<file path="src/rtl/mult.sv">
// Sequential radix-2 Booth multiplier: 32x32 signed operands, 64-bit signed product.
// One Booth step per clock; a result is presented 32 cycles after the start request.
module mult (
    input  logic        clk,
    input  logic        Reset_Out,
    input  logic [31:0] A_Out,
    input  logic [31:0] B_Out,
    input  logic        MultInit,
    output logic        MultStop,
    output logic [31:0] Mult_High_Out,
    output logic [31:0] Mult_Low_Out
);

    typedef enum logic [1:0] {StIdle, StRun, StDone} state_t;

    state_t      state_q;
    logic [32:0] acc_q;
    logic [32:0] m_q;
    logic [31:0] q_q;
    logic        q_m1_q;
    logic [4:0]  cnt_q;

    logic [32:0] acc_sum;
    logic [32:0] acc_d;
    logic [31:0] q_d;

    // One Booth step: conditional add/subtract, then arithmetic shift of {acc, q, q[-1]}.
    always_comb begin
        acc_sum = acc_q;
        case ({q_q[0], q_m1_q})
            2'b01:   acc_sum = acc_q + m_q;
            2'b10:   acc_sum = acc_q - m_q;
            default: acc_sum = acc_q;
        endcase
        acc_d = {acc_sum[32], acc_sum[32:1]};
        q_d   = {acc_sum[0], q_q[31:1]};
    end

    always_ff @(posedge clk or negedge Reset_Out) begin
        if (!Reset_Out) begin
            state_q       <= StIdle;
            acc_q         <= '0;
            m_q           <= '0;
            q_q           <= '0;
            q_m1_q        <= 1'b0;
            cnt_q         <= '0;
            MultStop      <= 1'b0;
            Mult_High_Out <= '0;
            Mult_Low_Out  <= '0;
        end else begin
            case (state_q)
                StIdle: begin
                    if (MultInit) begin
                        m_q     <= {A_Out[31], A_Out};
                        q_q     <= B_Out;
                        acc_q   <= '0;
                        q_m1_q  <= 1'b0;
                        cnt_q   <= '0;
                        state_q <= StRun;
                    end
                end
                StRun: begin
                    acc_q  <= acc_d;
                    q_q    <= q_d;
                    q_m1_q <= q_q[0];
                    cnt_q  <= cnt_q + 5'd1;
                    // The 32nd step lands straight in the output registers.
                    if (cnt_q == 5'd31) begin
                        Mult_High_Out <= acc_d[31:0];
                        Mult_Low_Out  <= q_d;
                        MultStop      <= 1'b1;
                        state_q       <= StDone;
                    end
                end
                StDone: begin
                    MultStop <= 1'b0;
                    state_q  <= StIdle;
                end
                default: begin
                    state_q <= StIdle;
                end
            endcase
        end
    end

endmodule

</file>
<file path="config.mk">
export PLATFORM = sky130hd
export DESIGN_NAME = mult
export DESIGN_NICKNAME = d
export VERILOG_FILES = /design/src/rtl/mult.sv
export SDC_FILE = /design/constraint.sdc
export NUM_CORES = 1
export LEC_CHECK = 0
export CAP_MARGIN = 20
export CORE_AREA = 2 2 142 158
export DETAILED_ROUTE_END_ITERATION = 12
export DIE_AREA = 0 0 144 160
export DONT_BUFFER_PORTS = 1
export SYNTH_ARGS = -nofsm -noshare
export SYNTH_HDL_FRONTEND = slang
export SYNTH_SLANG_ARGS = --single-unit
</file>
<file path="constraint.sdc">
create_clock -name clk -period 6 [get_ports clk]
set_input_delay 1.5 -clock clk [delete_from_list [all_inputs] [get_ports clk]]
set_output_delay 1.5 -clock clk [all_outputs]
set_load 0.01 [all_outputs]
</file>
==> Word-level counts from Yosys, hierarchy flattened <==
Index checks and enable logic that the tools add are counted.
{ "op_classes": {"n_addsub": 3, "eq_ne": 7, "mux": 14, "reduce_logical": 8} }
{ "op_table": {"columns": ["cell", "n"], "rows": [
  ["$pmux W33 S2", 2],
  ["$pmux W32 S2", 1],
  ["$add A33 B33 Y33", 1],
  ["$mux W33", 1],
  ["$sub A33 B33 Y33", 1],
  ["$mux W32", 1],
  ["$pmux W5 S2", 1],
  ["$reduce_and A2 Y1", 5],
  ["$add A5 B1 Y5 const B", 1],
  ["$eq A5 B5 Y1 const B", 1],
  ["$mux W5", 1],
  ["$eq A2 B1 Y1 const B", 2],
  ["$eq A2 B2 Y1 const B", 2],
  ["$mux W2", 2],
  ["$ne A2 B2 Y1 const B", 2],
  ["$pmux W1 S2", 2],
  ["$pmux W2 S2", 1],
  ["$reduce_bool A2 Y1", 2],
  ["$logic_not A2 Y1", 1],
  ["$mux W1", 2]
]} }
{ "totals": {"regBits": 170, "out_inout_bits": 65, "word_cells": 41} }

==> Logic depth before layout (Yosys ltp) <==
{ "logic_depth": {"word_depth": 3, "mapped_depth": 19, "mapped_depth_nobuf": 18} }

==> Worst setup path after synthesis <==
No wires, ideal clock.
{ "synth_path": {"path_type": "flip-flop to flip-flop", "start": "reg m_q[0]", "end": "reg Mult_High_Out[30]", "setup_ps": 83, "t_arrival_ps": 4005, "required_time_ps": 5917, "setup_slack_ps": 1913, "path_stages_with_launch": 19, "path_buffers": 1, "synth_period_minus_slack_ps": 4087, "cell_sequence": "dfrtp_1 inv_1 ha_1 or4b_1 nor3_4 and3b_4 a31oi_1 xnor2_1 ha_1 clkbuf_1 nand2_1 nor4_1 and2_1 a311oi_1 a221oi_1 a221oi_1 xor2_1 o21a_1 o21ai_0"} }
{ "synth_between": {"elab_chain_cells": 2} }
{ "synth_lines": {"columns": ["item", "line_no", "source"], "rows": [
  ["start, declared", "18", "logic [32:0] m_q;"],
  ["start signal, assigned", "54", "m_q <= {A_Out[31], A_Out};"],
  ["$sub A33 B33 Y33 or $add A33 B33 Y33 (tied branches)", "32, 31", null],
  ["$pmux W33 S2 (*)", "30", "case ({q_q[0], q_m1_q})"],
  ["end signal, assigned", "69", "Mult_High_Out <= acc_d[31:0];"],
  ["end, declared", "10", "output logic [31:0] Mult_High_Out,"]
]} }
Every way passes the cells marked *; elsewhere a longest branch is shown, timed or not.
A chain may end at the register's enable or synchronous reset.

==> Worst setup path after layout <==
{ "layout_path": {"start": "reg m_q[0]", "end": "reg acc_q[30]"} }
{ "layout_between": {"elab_chain_cells": 3} }
{ "layout_lines": {"columns": ["item", "line_no", "source"], "rows": [
  ["$sub A33 B33 Y33 or $add A33 B33 Y33 (tied branches)", "32, 31", null],
  ["$pmux W33 S2 (*)", "30", null],
  ["$pmux W33 S2 (*)", "51", "case (state_q)"],
  ["end signal, assigned", "42", "acc_q <= '0;"],
  ["end signal, assigned", "56", "acc_q <= '0;"],
  ["end signal, assigned", "63", "acc_q <= acc_d;"],
  ["end, declared", "17", "logic [32:0] acc_q;"]
]} }
Marked as above.

==> flow_summary.ini <==
[status]
status = finished, final reports clean

[sta]
period_needed_ps = 4750
drv_slew = 0
finalCritPeriodShare = 0.792
rsz0062_at_grt = no
finalHoldViolCount = 0
tns_ps = 0
finalSetupViolCount = 0
max_freq_mhz = 210
tightest_slew_ps = 1070
hold-worst-slack_ps = 497
setup_ws_ps = 1250
slew_headroom = 0.281
fin_skew_ps = 17.0

[cts]
clk_path_buf_depth = 2
cts_buffers = 17
clock-root-buffer = clkbuf_16
tritoncts = built
clk_pin_slew_worst_paths_ps = 70
cts.sinks = 169
post_cts_buffers = 0
clk_latency_ps = 440
cts_hold_buffers = 0
ctsResizeCount = 0
h-tree-depth = 4

[placed_design]
port_buffers = 0
gp_congestion = 0.853
dp_cells = 1309
dpl-instance-area_mm2 = 0.00974
hpwlAfterDp_um = 17200
dpl_worst_slack_ps = 1240

[run]
maxCapViolCount = 0

[die]
num_rows = 57
die_area_mm2 = 0.0230
die_y_um = 160
die_x_um = 144
io_pins = 132
fp.coreArea_mm2 = 0.0216
start_util = 0.441

[grt]
grt_first_pass_wirelength_um = 41000
grt_pass1_vias = 7346
grt_overflow = 0
grt_use_total = 0.227
grt_max_degree = 170
antenna_found_initial = 4

[synth]
async_flop_share = 1.00
synth_cell_types = 54
synth_edf_count = 0
synth_area_per_cell_um2 = 8.88
yosys.area.top_type = dfrtp_1
synth_seq_cells = 169
ys_seq_area_frac = 0.444
ys.flop_type = dfrtp_1
syn-cell-area_mm2 = 0.00952
yosysWarnings = 0
synth_top_cells_by_count = 181 x nand2_1, 169 x dfrtp_1, 118 x o21ai_0
yosysMostFrequentCell = nand2_1
synth_area_leaders = dfrtp_1 44%, nand2_1 7.1%, o21ai_0 6.2%
syn_inst = 1072
synth_top_area_frac = 0.444
synth_fp_nets = 1176

[finish]
drive_gt1_frac = 0.0803
fill_cells = 2081
fin_cells = 1343
seqCellArea_mm2 = 0.00423
multi_input_area_mm2 = 0.00500
area_delta_synth_final_pct = 8.88
nets = 1137
design_area_mm2 = 0.0104
final_core_util = 0.480

[worst_setup_path]
crit_chain = inv_1, ha_1, or4b_1, nor3_4, and3b_4, a31oi_1, xnor2_1, ha_1, nand2_1, nor4_1, and2_1, a311oi_1, a221oi_1, a221oi_1, xor2_1, o21a_1, o21ai_0
reg2reg_slack_ps = 1250
path_buf_inv = 1
crit_type = reg -> reg
crit_fanout = 10
max_stage_delay_ps = 560
ff2ff_path_depth = 17
critical_path.top_delay_family = simple AND/OR/NAND/NOR gates
crit_path_top_delay_cell = a221oi_1
start_kind = register
reg2reg_to = acc_q[30]$_DFFE_PN0P_
critPathRequiredTime_ps = 6350
rr_startpoint = m_q[0]$_DFFE_PN0P_
critPathArrivalTime_ps = 5100
endpoint_kind = register

[power_and_ir_drop]
p_leak_nw = 4.41
power.total_mw = 7.57
powerDensity_mw_per_mm2 = 730
power.ir.vdd_worst_uv = 257

[detailed_routing]
drc = 0
dr.pass1.iters = 5
dr_total_vias = 7470
viasPerCell = 5.56
route.antenna.remaining_nets = 0
routed_wirelength_um = 25200
drt_iter0_drc = 484
wire_per_inst_um = 18.8

[min_path]
holdPathStages = 1
hold_path_end = cnt_q[3]$_DFFE_PN0P_
hp-class = reg -> reg
hold_start = cnt_q[3]$_DFFE_PN0P_
[routing by layer]
layer	GRT usage	part of all wire	vias to the layer above
met1	0.318	0.46	3589
li1	-	-	3685
met5	0	0.0011	-
met4	0.0553	0.014	4
met3	0.0657	0.065	24
met2	0.349	0.46	168
[registers in the layout, indices dropped and copies added, names as in the netlist]
| signal | cells |
|---|---|
| state_q | 2 |
| q_q | 32 |
| cnt_q | 5 |
| MultStop | 1 |
| q_m1_q | 1 |
| Mult_Low_Out | 32 |
| m_q | 32 |
| Mult_High_Out | 32 |
| acc_q | 32 |
[worst max path at each step]
| stage | endpoint | cells past startpoint | slack [ps] | start |
|---|---|---|---|---|
| after global placement | Mult_High_Out[30]$_DFFE_PN0P_ | 16 | 1320 | m_q[7]$_DFFE_PN0P_ |
| after CTS | acc_q[30]$_DFFE_PN0P_ | 16 | 1210 | m_q[7]$_DFFE_PN0P_ |
| final | acc_q[30]$_DFFE_PN0P_ | 17 | 1250 | m_q[0]$_DFFE_PN0P_ |
| after floorplan | Mult_High_Out[30]$_DFFE_PN0P_ | 18 | 1910 | m_q[0]$_DFFE_PN0P_ |
| after detailed placement | acc_q[30]$_DFFE_PN0P_ | 16 | 1240 | m_q[7]$_DFFE_PN0P_ |
| after global routing | acc_q[30]$_DFFE_PN0P_ | 16 | 840 | m_q[7]$_DFFE_PN0P_ |
[cells in the final DEF (no fill, tap or decap), drive strengths merged, types with 9 or more instances in the layout]
master  synthesis  final
nand2         181    181
dfrtp         169    169
o21ai         118    118
a21oi          98     98
nor2           67     67
xnor2          39     39
nor2b          38     38
ha             36     36
mux2           32     32
a22oi          31     31
inv            19     26
clkbuf         65     20
xor2           18     18
nor3           18     18
a21o           11     11
nand3          10     10
mux2i           9      9
a22o            9      9
buf             2      9
[report_power, final]
part	total, mW	internal (mW)	switching (mW)
combinational	4.27	1.76	2.51
clock	1.17	0.662	0.510
sequential	2.13	1.61	0.515
total	7.57	4.04	3.53
[layout make-up]
| class | count | area share |
|---|---|---|
| Multi-Input combinational cell | 816 | 0.483 |
| Timing Repair Buffer | 9 | 0.00652 |
| Tap cell | 295 | 0.0356 |
| Sequential cell | 169 | 0.408 |
| Clock buffer | 20 | 0.0450 |
| Inverter | 20 | 0.00724 |
| Clock inverter | 12 | 0.0145 |
| Antenna cell | 2 | 0.000483 |
[cell families (layout without fill, tap and decap cells)]
kind of cell | Yosys count | in the layout | synth area share
AO/OA/AOI/OAI | 322 | 322 | 0.200
XOR/XNOR | 57 | 57 | 0.0524
adder cells (fa/ha/maj) | 37 | 37 | 0.0494
buffers and inverters | 87 | 61 | 0.0343
flip-flops | 169 | 169 | 0.444
multiplexers | 41 | 41 | 0.0473
other | 0 | 2 | 0
AND/OR/NAND/NOR | 359 | 359 | 0.172
Note: power is estimated with default switching activity, not from simulation.
